[config.mk]
export PLATFORM = sky130hd
export DESIGN_NAME = misr_compactor
export DESIGN_NICKNAME = d
export VERILOG_FILES = /design/src/rtl/misr_compactor.sv
export SDC_FILE = /design/constraint.sdc
export NUM_CORES = 1
export LEC_CHECK = 0
export BUFFER_PORTS_ARGS = -buffer_cell sky130_fd_sc_hd__buf_2
export CAP_MARGIN = 10
export CORE_MARGIN = 2
export CORE_UTILIZATION = 53
export CTS_CLUSTER_DIAMETER = 120
export CTS_CLUSTER_SIZE = 25
export DETAILED_ROUTE_END_ITERATION = 10
export PLACE_DENSITY = 0.82
export SYNTH_ARGS = -nofsm -noshare
export SYNTH_HDL_FRONTEND = slang
export SYNTH_SLANG_ARGS = --single-unit
export TNS_END_PERCENT = 100
[constraint.sdc]
create_clock -name clk -period 3.25 [get_ports clk]
set_input_delay 0 -clock clk [delete_from_list [all_inputs] [get_ports clk]]
set_output_delay 0 -clock clk [all_outputs]
set_load 0.1 [all_outputs]
[src/rtl/misr_compactor.sv]
// misr_compactor: multiple-input signature register that folds PATTERNS
// accepted responses into an N-bit signature, then compares it against a
// golden value to produce one pass/fail verdict per session.
// Optional feature: define MISR_XMASK_EN to add mask_in, which zeroes the
// selected (unknown) response bits before they are folded.
module misr_compactor #(
   parameter int unsigned  N        = 8,
   parameter logic [N-1:0] POLY     = N'('h1D),
   parameter logic [N-1:0] SEED     = '0,
   parameter int unsigned  PATTERNS = 16
) (
   input  logic         clk,
   input  logic         rst,
   input  logic         start,
   input  logic         valid_in,
   output logic         ready_out,
   input  logic [N-1:0] data_in,
`ifdef MISR_XMASK_EN
   input  logic [N-1:0] mask_in,
`endif
   input  logic [N-1:0] golden,
   output logic         busy,
   output logic         done,
   output logic         pass,
   output logic [N-1:0] signature
);

   localparam int unsigned CW = $clog2(PATTERNS + 1);

   typedef enum logic [1:0] {
      S_IDLE = 2'd0,
      S_RUN  = 2'd1,
      S_DONE = 2'd2
   } state_t;

   state_t         state_q, state_d;
   logic [N-1:0]   signature_q, signature_d;
   logic [CW-1:0]  cnt_q, cnt_d;
   logic           pass_q, pass_d;
   logic           ready_q, ready_d;
   logic           busy_q, busy_d;
   logic           done_q, done_d;

   logic [N-1:0]   fold_term;
   logic [N-1:0]   sig_next;
   logic           beat;

   // Response term folded this cycle (optionally with unknown bits masked off)
   always_comb begin
`ifdef MISR_XMASK_EN
      fold_term = data_in & ~mask_in;
`else
      fold_term = data_in;
`endif
      sig_next  = {signature_q[N-2:0], 1'b0}
                ^ (signature_q[N-1] ? POLY : '0)
                ^ fold_term;
      beat      = valid_in & ready_q;
   end

   // Next-state, signature, counter and verdict logic
   always_comb begin
      state_d     = state_q;
      signature_d = signature_q;
      cnt_d       = cnt_q;
      pass_d      = pass_q;
      case (state_q)
         S_IDLE: begin
            if (start) begin
               state_d     = S_RUN;
               signature_d = SEED;
               cnt_d       = '0;
            end
         end
         S_RUN: begin
            if (beat) begin
               signature_d = sig_next;
               cnt_d       = cnt_q + CW'(1);
               if (cnt_q == CW'(PATTERNS - 1)) begin
                  state_d = S_DONE;
                  pass_d  = (sig_next == golden);
               end
            end
         end
         S_DONE: begin
            if (start) begin
               state_d     = S_RUN;
               signature_d = SEED;
               cnt_d       = '0;
               pass_d      = 1'b0;
            end
         end
         default: begin
            state_d = S_IDLE;
         end
      endcase
      ready_d = (state_d == S_RUN);
      busy_d  = (state_d == S_RUN);
      done_d  = (state_d == S_DONE);
   end

   // State and output registers; reset discards any session in progress
   always_ff @(posedge clk or posedge rst) begin
      if (rst) begin
         state_q     <= S_IDLE;
         signature_q <= SEED;
         cnt_q       <= '0;
         pass_q      <= 1'b0;
         ready_q     <= 1'b0;
         busy_q      <= 1'b0;
         done_q      <= 1'b0;
      end else begin
         state_q     <= state_d;
         signature_q <= signature_d;
         cnt_q       <= cnt_d;
         pass_q      <= pass_d;
         ready_q     <= ready_d;
         busy_q      <= busy_d;
         done_q      <= done_d;
      end
   end

   assign ready_out = ready_q;
   assign busy      = busy_q;
   assign done      = done_q;
   assign pass      = pass_q;
   assign signature = signature_q;

endmodule

==> qor.csv, run 1 <==
metric;value;unit
start_util;57.59;%
rsz0062_at_grt;false;
required;3.45;ns
crit_fanout;4;
cp_slowest_cell;or3_1;
synth_area_per_cell;10.16;um^2
netlist.area_leader.share;44.33;%
multi_input_area;524.3;um^2
drive_above_1_share;26.87;%
status;complete, no violations;
netlist_area;1016;um^2
worstSetupPathType;reg2reg;
synth.distinct_cells;24;
dieHeight;47.78;um
synth_common_cells;dfrtp_1, nand3_1, xnor2_1, o21ai_0, nand2_1;
drc;0;
timing.final.crit_share;55.86;%
cp.arrival;2.02;ns
wl_per_cell;12.57;um
yosys.area.top_type;dfrtp_1;
cts_root_buf;clkbuf_4;
io_buffers;31;
slew-limit-headroom;55.88;%
cap_violations;0;
finalClockSkew;0.007878;ns
tns;0;ns
drt_iter0_drc;21;
io_pins;32;
hp-class;in2reg;
antennaDiodeCount;0;
critPathBufInv;0;
final-hold-violation-count;0;
fillers;160;
cpPeakStageDelay;0.41;ns
grt_overflow_total;0;
ys_dominant_reg_cell;dfrtp_1;
htreeDepth;1;
syn2layout_area_growth;23.03;%
cp_cell_sequence;ha_1 > and3_1 > ha_1 > nand4_1 > or3_1 > o31ai_1;
clk_latency;0.29;ns
coreArea;1764;um^2
regArea;450.4;um^2
syn_inst;100;
clkSlewWorstSetupHoldPaths;0.11;ns
seq_area_frac_synth;44.33;%
critPathMostFrequentCell;ha_1;
grt_pass1_wl;3070;um
synth.area.top_cells;dfrtp_1, xnor2_1, xnor3_1;
grt_max_degree;26;
max_slew.worst_pin.slew;0.6610;ns
yosysMostFrequentCell;dfrtp_1;
postCtsSetupBuffers;0;
track_usage;19.73;%
fin_nets;157;
max_freq;550.8;MHz
antenna_left;0;
slew_viol_final;0;
cts.sinks;18;
fin_crit;1.816;ns
wl;1998;um
setup_viol;0;
vias;820;
tritoncts;done;
grt_pass1_vias;744;
gp_congestion;0.8364;
first_pass_iters;4;
cp_top_family;simple AND/OR/NAND/NOR gates;
async_reset_ff_share;100.0;%
synth-seq-cells;18;
cp-end-kind;flip-flop;
synth_edf_count;0;
cp-start-kind;flip-flop;
clock_path_buffers;2;
dieArea;2283;um^2
die_x;47.78;um
yosys_warnings;0;
rows;15;
syn_nets;122;
vias_per_cell;5.157;
grt_antenna_before_repair;0;
numCtsBuffers;3;
repair_timing:
item,in CTS,in global routing
gates resized for setup,0,0
endpoints found under the hold margin,20,0
hold buffers,3,0
layout by cell type (no fill, tap or decap), drive strengths merged, types with 7 or more instances in the layout:
master	n
buf	32
dfrtp	18
nand2	7
nand3	14
o21ai	12
xnor2	13
logic make-up after synthesis:
family / after synthesis / synth area share (%)
compound gates: 14 / 7.143
buf+inv: 9 / 4.063
flops: 18 / 44.33
simple gates: 35 / 17.49
xor+xnor: 21 / 23.52
mux: 1 / 0.9853
fa+ha+maj: 2 / 2.463
metrics by stage:
stage          utilization [%]  area, um^2  hold WS (ns)  instances  setup slack (ns)
4_1_cts                  70.85        1250      0.008117        159             1.431
3_5_place_dp             67.09        1184        0.1237        152             1.462
2_1_floorplan                -        1016      -0.06143        100             1.199
5_1_grt                  70.85        1250       0.02181        159             1.302
6_report                 70.85        1250      0.005801        159             1.434
3_3_place_gp             67.09        1184        0.1185        152             1.556
final timing paths:
kind,start,end,slack (ns),depth (start not counted)
min in group asynchronous,rst,signature[6],0.33,3
max in group asynchronous,rst,busy,2.49,3
worst min register to register,cnt_q[4],cnt_q[4],0.51,2
worst max-delay path,cnt_q[0],pass,1.43,6
worst min-delay path,data_in[0],signature[0],0.006,3
worst max register to register,cnt_q[0],pass,1.43,6
cell type report:
type | instances | share of cell area [%]
clock buffer | 4 | 2.903
inverter | 4 | 1.201
multi-input combinational | 73 | 41.94
sequential | 18 | 36.04
tap | 25 | 2.503
timing repair buffer | 35 | 15.42
worst reg2reg max path: cells and delay by family (launching register included):
| family | cells | cell delay, ns |
|---|---|---|
| AOI/OAI and AO/OA | 1 | 0.24 |
| adders and majority gates | 2 | 0.35 |
| DFF | 1 | 0.40 |
| and+or+nand+nor | 3 | 0.75 |
flip-flops by register name, indices dropped and copies added (netlist names):
name,cells
done,1
pass,1
signature,8
cnt_q,5
busy,1
state_q,2
per-layer routing:
layer	global-route usage [%]	up-vias	share of wire, %
met5	0	-	0
met4	9.730	0	1.3
met3	3.774	4	4.2
met2	34.13	25	50
met1	23.26	385	44
li1	-	406	-
Power of run 1 is not shown: default switching activity piles up to over one toggle a cycle in this logic, so the estimate is an artifact.
==> run 2, diff against run 1 <==
- ABC_AREA: unset -> 1
- CORE_UTILIZATION: 53 -> 50
- PLACE_DENSITY: 0.82 -> 0.78
- clock period: 3.25 -> 1.7 ns (I/O delays scaled with it)
==> qor.csv, run 2 <==
metric;value;unit
cts.sinks;18;
final_common_cell;nand2_1;
clk_latency;0.30;ns
antennaDiodeCount;0;
dieHeight;50.61;um
timing.final.crit_share;95.04;%
first_pass_iters;4;
track_usage;22.09;%
synth_xor_area_share;1.613;%
busiest_layer;met2;
fin_crit;1.616;ns
fin_area;1351;um^2
gp_congestion;0.7885;
largest_reg_flops;8;
synth-compound-area-share;8.410;%
synth_mux_area_share;0;%
clkSlewWorstSetupHoldPaths;0.10;ns
synth-seq-cells;18;
final_cell_mix;nand2_1, buf_2, inv_1;
cp-start-kind;flip-flop;
wl_per_cell;11.39;um
htreeDepth;1;
grt_max_degree;19;
place_hpwl;1869;um
regArea;452.9;um^2
max_freq;618.9;MHz
vias;1130;
vias_per_cell;5.090;
io_pins;32;
grt_pass1_wl;4264;um
grtUsageMet2;40.79;%
drc;0;
slew_viol_final;0;
worstSetupPathType;reg2reg;
io_buffers;31;
yosys.area.top_type;dfrtp_1;
synth.area.top_cells;dfrtp_1, nand2_1, inv_1;
seq_area_frac_synth;41.47;%
multi_input_area;521.8;um^2
grt_pass1_vias;1069;
tns;0;ns
fillers;179;
ys_dominant_reg_cell;dfrtp_1;
synthAdderAreaFrac;2.304;%
yosys_warnings;0;
grtUsageMet3;2.083;%
finalClockSkew;0.0005754;ns
cp-end-kind;flip-flop;
cpPeakStageDelay;0.40;ns
drive_above_1_share;27.18;%
met1_usage;25.44;%
cp.arrival;1.86;ns
die_x;50.61;um
grt_antenna_before_repair;0;
dpl_cell_area;1265;um^2
rsz0062_at_grt;true;
syn_inst;158;
dieArea;2561;um^2
synth_top_family_by_area;simple AND/OR/NAND/NOR gates;
yosysMostFrequentCell;nand2_1;
fin_nets;218;
worst_slack;0.08426;ns
synth.distinct_cells;20;
pre_cts_ws;0.1403;ns
tritoncts;done;
synth_common_cells;nand2_1, inv_1, dfrtp_1, nand3_1, nor2_1;
crit_fanout;3;
rows;16;
slew-limit-headroom;53.80;%
cp_slowest_cell;dfrtp_1;
setup_viol;0;
antenna_left;0;
synth_edf_count;0;
numCtsBuffers;3;
syn_nets;180;
hp-class;in2reg;
grt_overflow_total;0;
synth_area_per_cell;6.874;um^2
async_reset_ff_share;100.0;%
start_util;54.25;%
clock_path_buffers;2;
netlist_area;1086;um^2
cp_cell_sequence;ha_2 > inv_2 > nor2_2 > ha_2 > nand3_2 > nor2_2 > nand2_1 > nor2_1 > nand2_1 > nor2_2 > nand3_1 > nand2_1;
syn2layout_area_growth;24.42;%
cts_root_buf;clkbuf_4;
yosys.area_share.simple;34.33;%
max_slew.worst_pin.slew;0.6922;ns
drt_iter0_drc;21;
wl;2528;um
status;complete, no violations;
cap_violations;0;
coreArea;2002;um^2
required;1.95;ns
final-hold-violation-count;0;
netlist.area_leader.share;41.47;%
[run 2: per-layer routing]
| layer | part of all wire, % | wire [um] |
|---|---|---|
| met5 | 0 | 0 |
| met4 | 3.2 | 80 |
| met3 | 4.2 | 107 |
| met2 | 50 | 1275 |
| met1 | 42 | 1065 |
[run 2: kinds of logic (layout without fill, tap and decap cells)]
group,count (synthesis),count (layout)
flip-flops,18,18
XOR/XNOR,2,2
AND/OR/NAND/NOR,87,87
AO/OA/AOI/OAI,16,16
buffers and inverters,33,70
adder cells (fa/ha/maj),2,2
[run 2: timing repair]
item	CTS	global route
hold buffers	2	0
endpoints found under the hold margin	20	0
resized for setup	0	6
setup endpoints to repair	0	1
setup buffers	0	2
[run 2: layout make-up]
type	count	share of cell area [%]
clock buffer	4	2.685
inverter	31	8.611
timing repair buffer	35	14.07
sequential	18	33.52
tap	27	2.500
multi-input combinational	107	38.61
[run 2: per-stage QoR]
| stage | hold slack, ns | std cells | utilization, % |
|---|---|---|---|
| 6_report | 0.01167 | 222 | 67.50 |
| 5_1_grt | 0.05800 | 222 | 67.50 |
| 4_1_cts | 0.01399 | 220 | 66.00 |
| 3_5_place_dp | 0.1245 | 214 | 63.19 |
| 3_3_place_gp | 0.1261 | 214 | 63.19 |
| 2_1_floorplan | -0.06157 | 158 | - |
[run 2: worst paths after layout]
path / from / end / depth (start not counted) / slack, ns
hold reg to reg: cnt_q[2] / cnt_q[2] / 1 / 0.51
max in group asynchronous: rst / signature[7] / 3 / 0.86
setup / recovery: cnt_q[0] / pass / 12 / 0.08
min in group asynchronous: rst / state_q[0] / 3 / 0.36
hold / removal: data_in[7] / signature[7] / 4 / 0.01
setup reg to reg: cnt_q[0] / pass / 12 / 0.08
[run 2: critical path: cells and delay by family, from the launching register on]
family / cells / cell delay, ns
adders and majority gates: 2 / 0.37
buffers and inverters: 1 / 0.04
DFF: 1 / 0.40
and+or+nand+nor: 9 / 0.77
Power of run 2 is left out for the same reason.
==> run 3, diff against run 2 <==
- CORE_ASPECT_RATIO: unset -> 0.8
==> qor.csv, run 3 (synthesis results as in run 2) <==
metric;value;unit
max_freq;647.5;MHz
worstSetupPathType;reg2reg;
tritoncts;done;
cts_resized;0;
crit_fanout;2;
place_hpwl;1897;um
final_cell_mix;nand2_1, buf_2, inv_1;
status;complete, no violations;
cp_slowest_cell;dfrtp_1;
cp-end-kind;flip-flop;
multi_input_area;506.7;um^2
first_pass_iters;4;
setup_viol;0;
fillers;200;
cpPeakStageDelay;0.38;ns
io_pins;32;
cap_violations;0;
grt_antenna_before_repair;0;
clock_path_buffers;2;
htreeDepth;1;
vias;1130;
gp_congestion;0.8121;
syn2layout_area_growth;22.81;%
required;1.95;ns
drive_above_1_share;24.10;%
final-hold-violation-count;0;
fin_crit;1.544;ns
cp-start-kind;flip-flop;
cp.arrival;1.79;ns
hp-class;in2reg;
slew-limit-headroom;53.93;%
clkSlewWorstSetupHoldPaths;0.11;ns
worst_slack;0.1557;ns
coreArea;2102;um^2
antennaDiodeCount;0;
start_util;51.67;%
wl;2608;um
largest_reg_flops;8;
cts_root_buf;clkbuf_4;
grt_pass1_wl;4243;um
timing.final.crit_share;90.84;%
finalClockSkew;0.006531;ns
fin_nets;218;
regArea;452.9;um^2
drc;0;
numCtsBuffers;3;
pre_cts_ws;0.1537;ns
clk_latency;0.30;ns
grt_pass1_vias;1071;
rows;15;
track_usage;22.02;%
final_common_cell;nand2_1;
io_buffers;31;
dieHeight;45.69;um
max_slew.worst_pin.slew;0.6904;ns
tns;0;ns
cp_cell_sequence;ha_1 > inv_1 > nor2_1 > ha_1 > nand3_1 > nor2_1 > nand2_1 > nor2_1 > nand2_1 > nor2_2 > nand3_1 > nand2_1;
rsz0062_at_grt;false;
grt_overflow_total;0;
cts.sinks;18;
wl_per_cell;11.85;um
antenna_left;0;
drt_iter0_drc;44;
vias_per_cell;5.136;
dieArea;2563;um^2
grt_max_degree;19;
die_x;56.11;um
slew_viol_final;0;
## run 3: cell count changes in the layout (fill, tap and decap cells not counted)
cell and change:
ha_1 +2, ha_2 -2, nor2_1 +2, nor2_2 -2
inv_1 +1, inv_2 -1, nand3_1 +1, nand3_2 -1
## run 3: final timing paths
| check | cells after the start | start | to | slack, ns |
|---|---|---|---|---|
| worst min register to register | 1 | state_q[0] | done | 0.51 |
| worst min-delay path | 4 | data_in[7] | signature[7] | 0.02 |
| min in group asynchronous | 3 | rst | done | 0.35 |
| max in group asynchronous | 3 | rst | busy | 0.87 |
| worst max register to register | 12 | cnt_q[1] | pass | 0.16 |
| worst max-delay path | 12 | cnt_q[1] | pass | 0.16 |
## run 3: area by class of cell
type | count | share of cell area [%]
tap | 25 | 2.345
timing repair buffer | 35 | 14.26
inverter | 31 | 8.724
sequential | 18 | 33.96
multi-input combinational | 107 | 37.99
clock buffer | 4 | 2.720
## run 3: worst max-delay path, delay by kind of cell (launching register included)
family	cells	cell delay, ns
fa+ha+maj	2	0.30
flops	1	0.38
simple gates	9	0.76
buf+inv	1	0.05
## run 3: through the flow
stage | utilization [%] | std cells | area [um^2] | hold slack [ns]
after detailed placement | 60.06 | 212 | 1262 | 0.1397
after floorplan | - | 158 | 1089 | -0.06157
after CTS | 62.74 | 218 | 1319 | 0.01358
final | 63.45 | 220 | 1334 | 0.01677
after global routing | 63.45 | 220 | 1334 | 0.03588
after global placement | 60.06 | 212 | 1262 | 0.1301
## run 3: repair_timing
item | 4_1_cts | 5_1_grt
hold buffers | 2 | 0
endpoints found under the setup margin | 0 | 1
hold endpoints to repair | 20 | 0
buffers inserted | 0 | 2
## run 3: per-layer routing
layer,part of all wire (%),up-vias,routed length (um),track usage (%)
li1,-,563,-,-
met1,43,530,1117,25.45
met2,50,29,1294,38.82
met3,4.4,8,115,6.534
met4,3.1,0,80,10.00
met5,0,-,0,0
Power of run 3 is left out for the same reason.
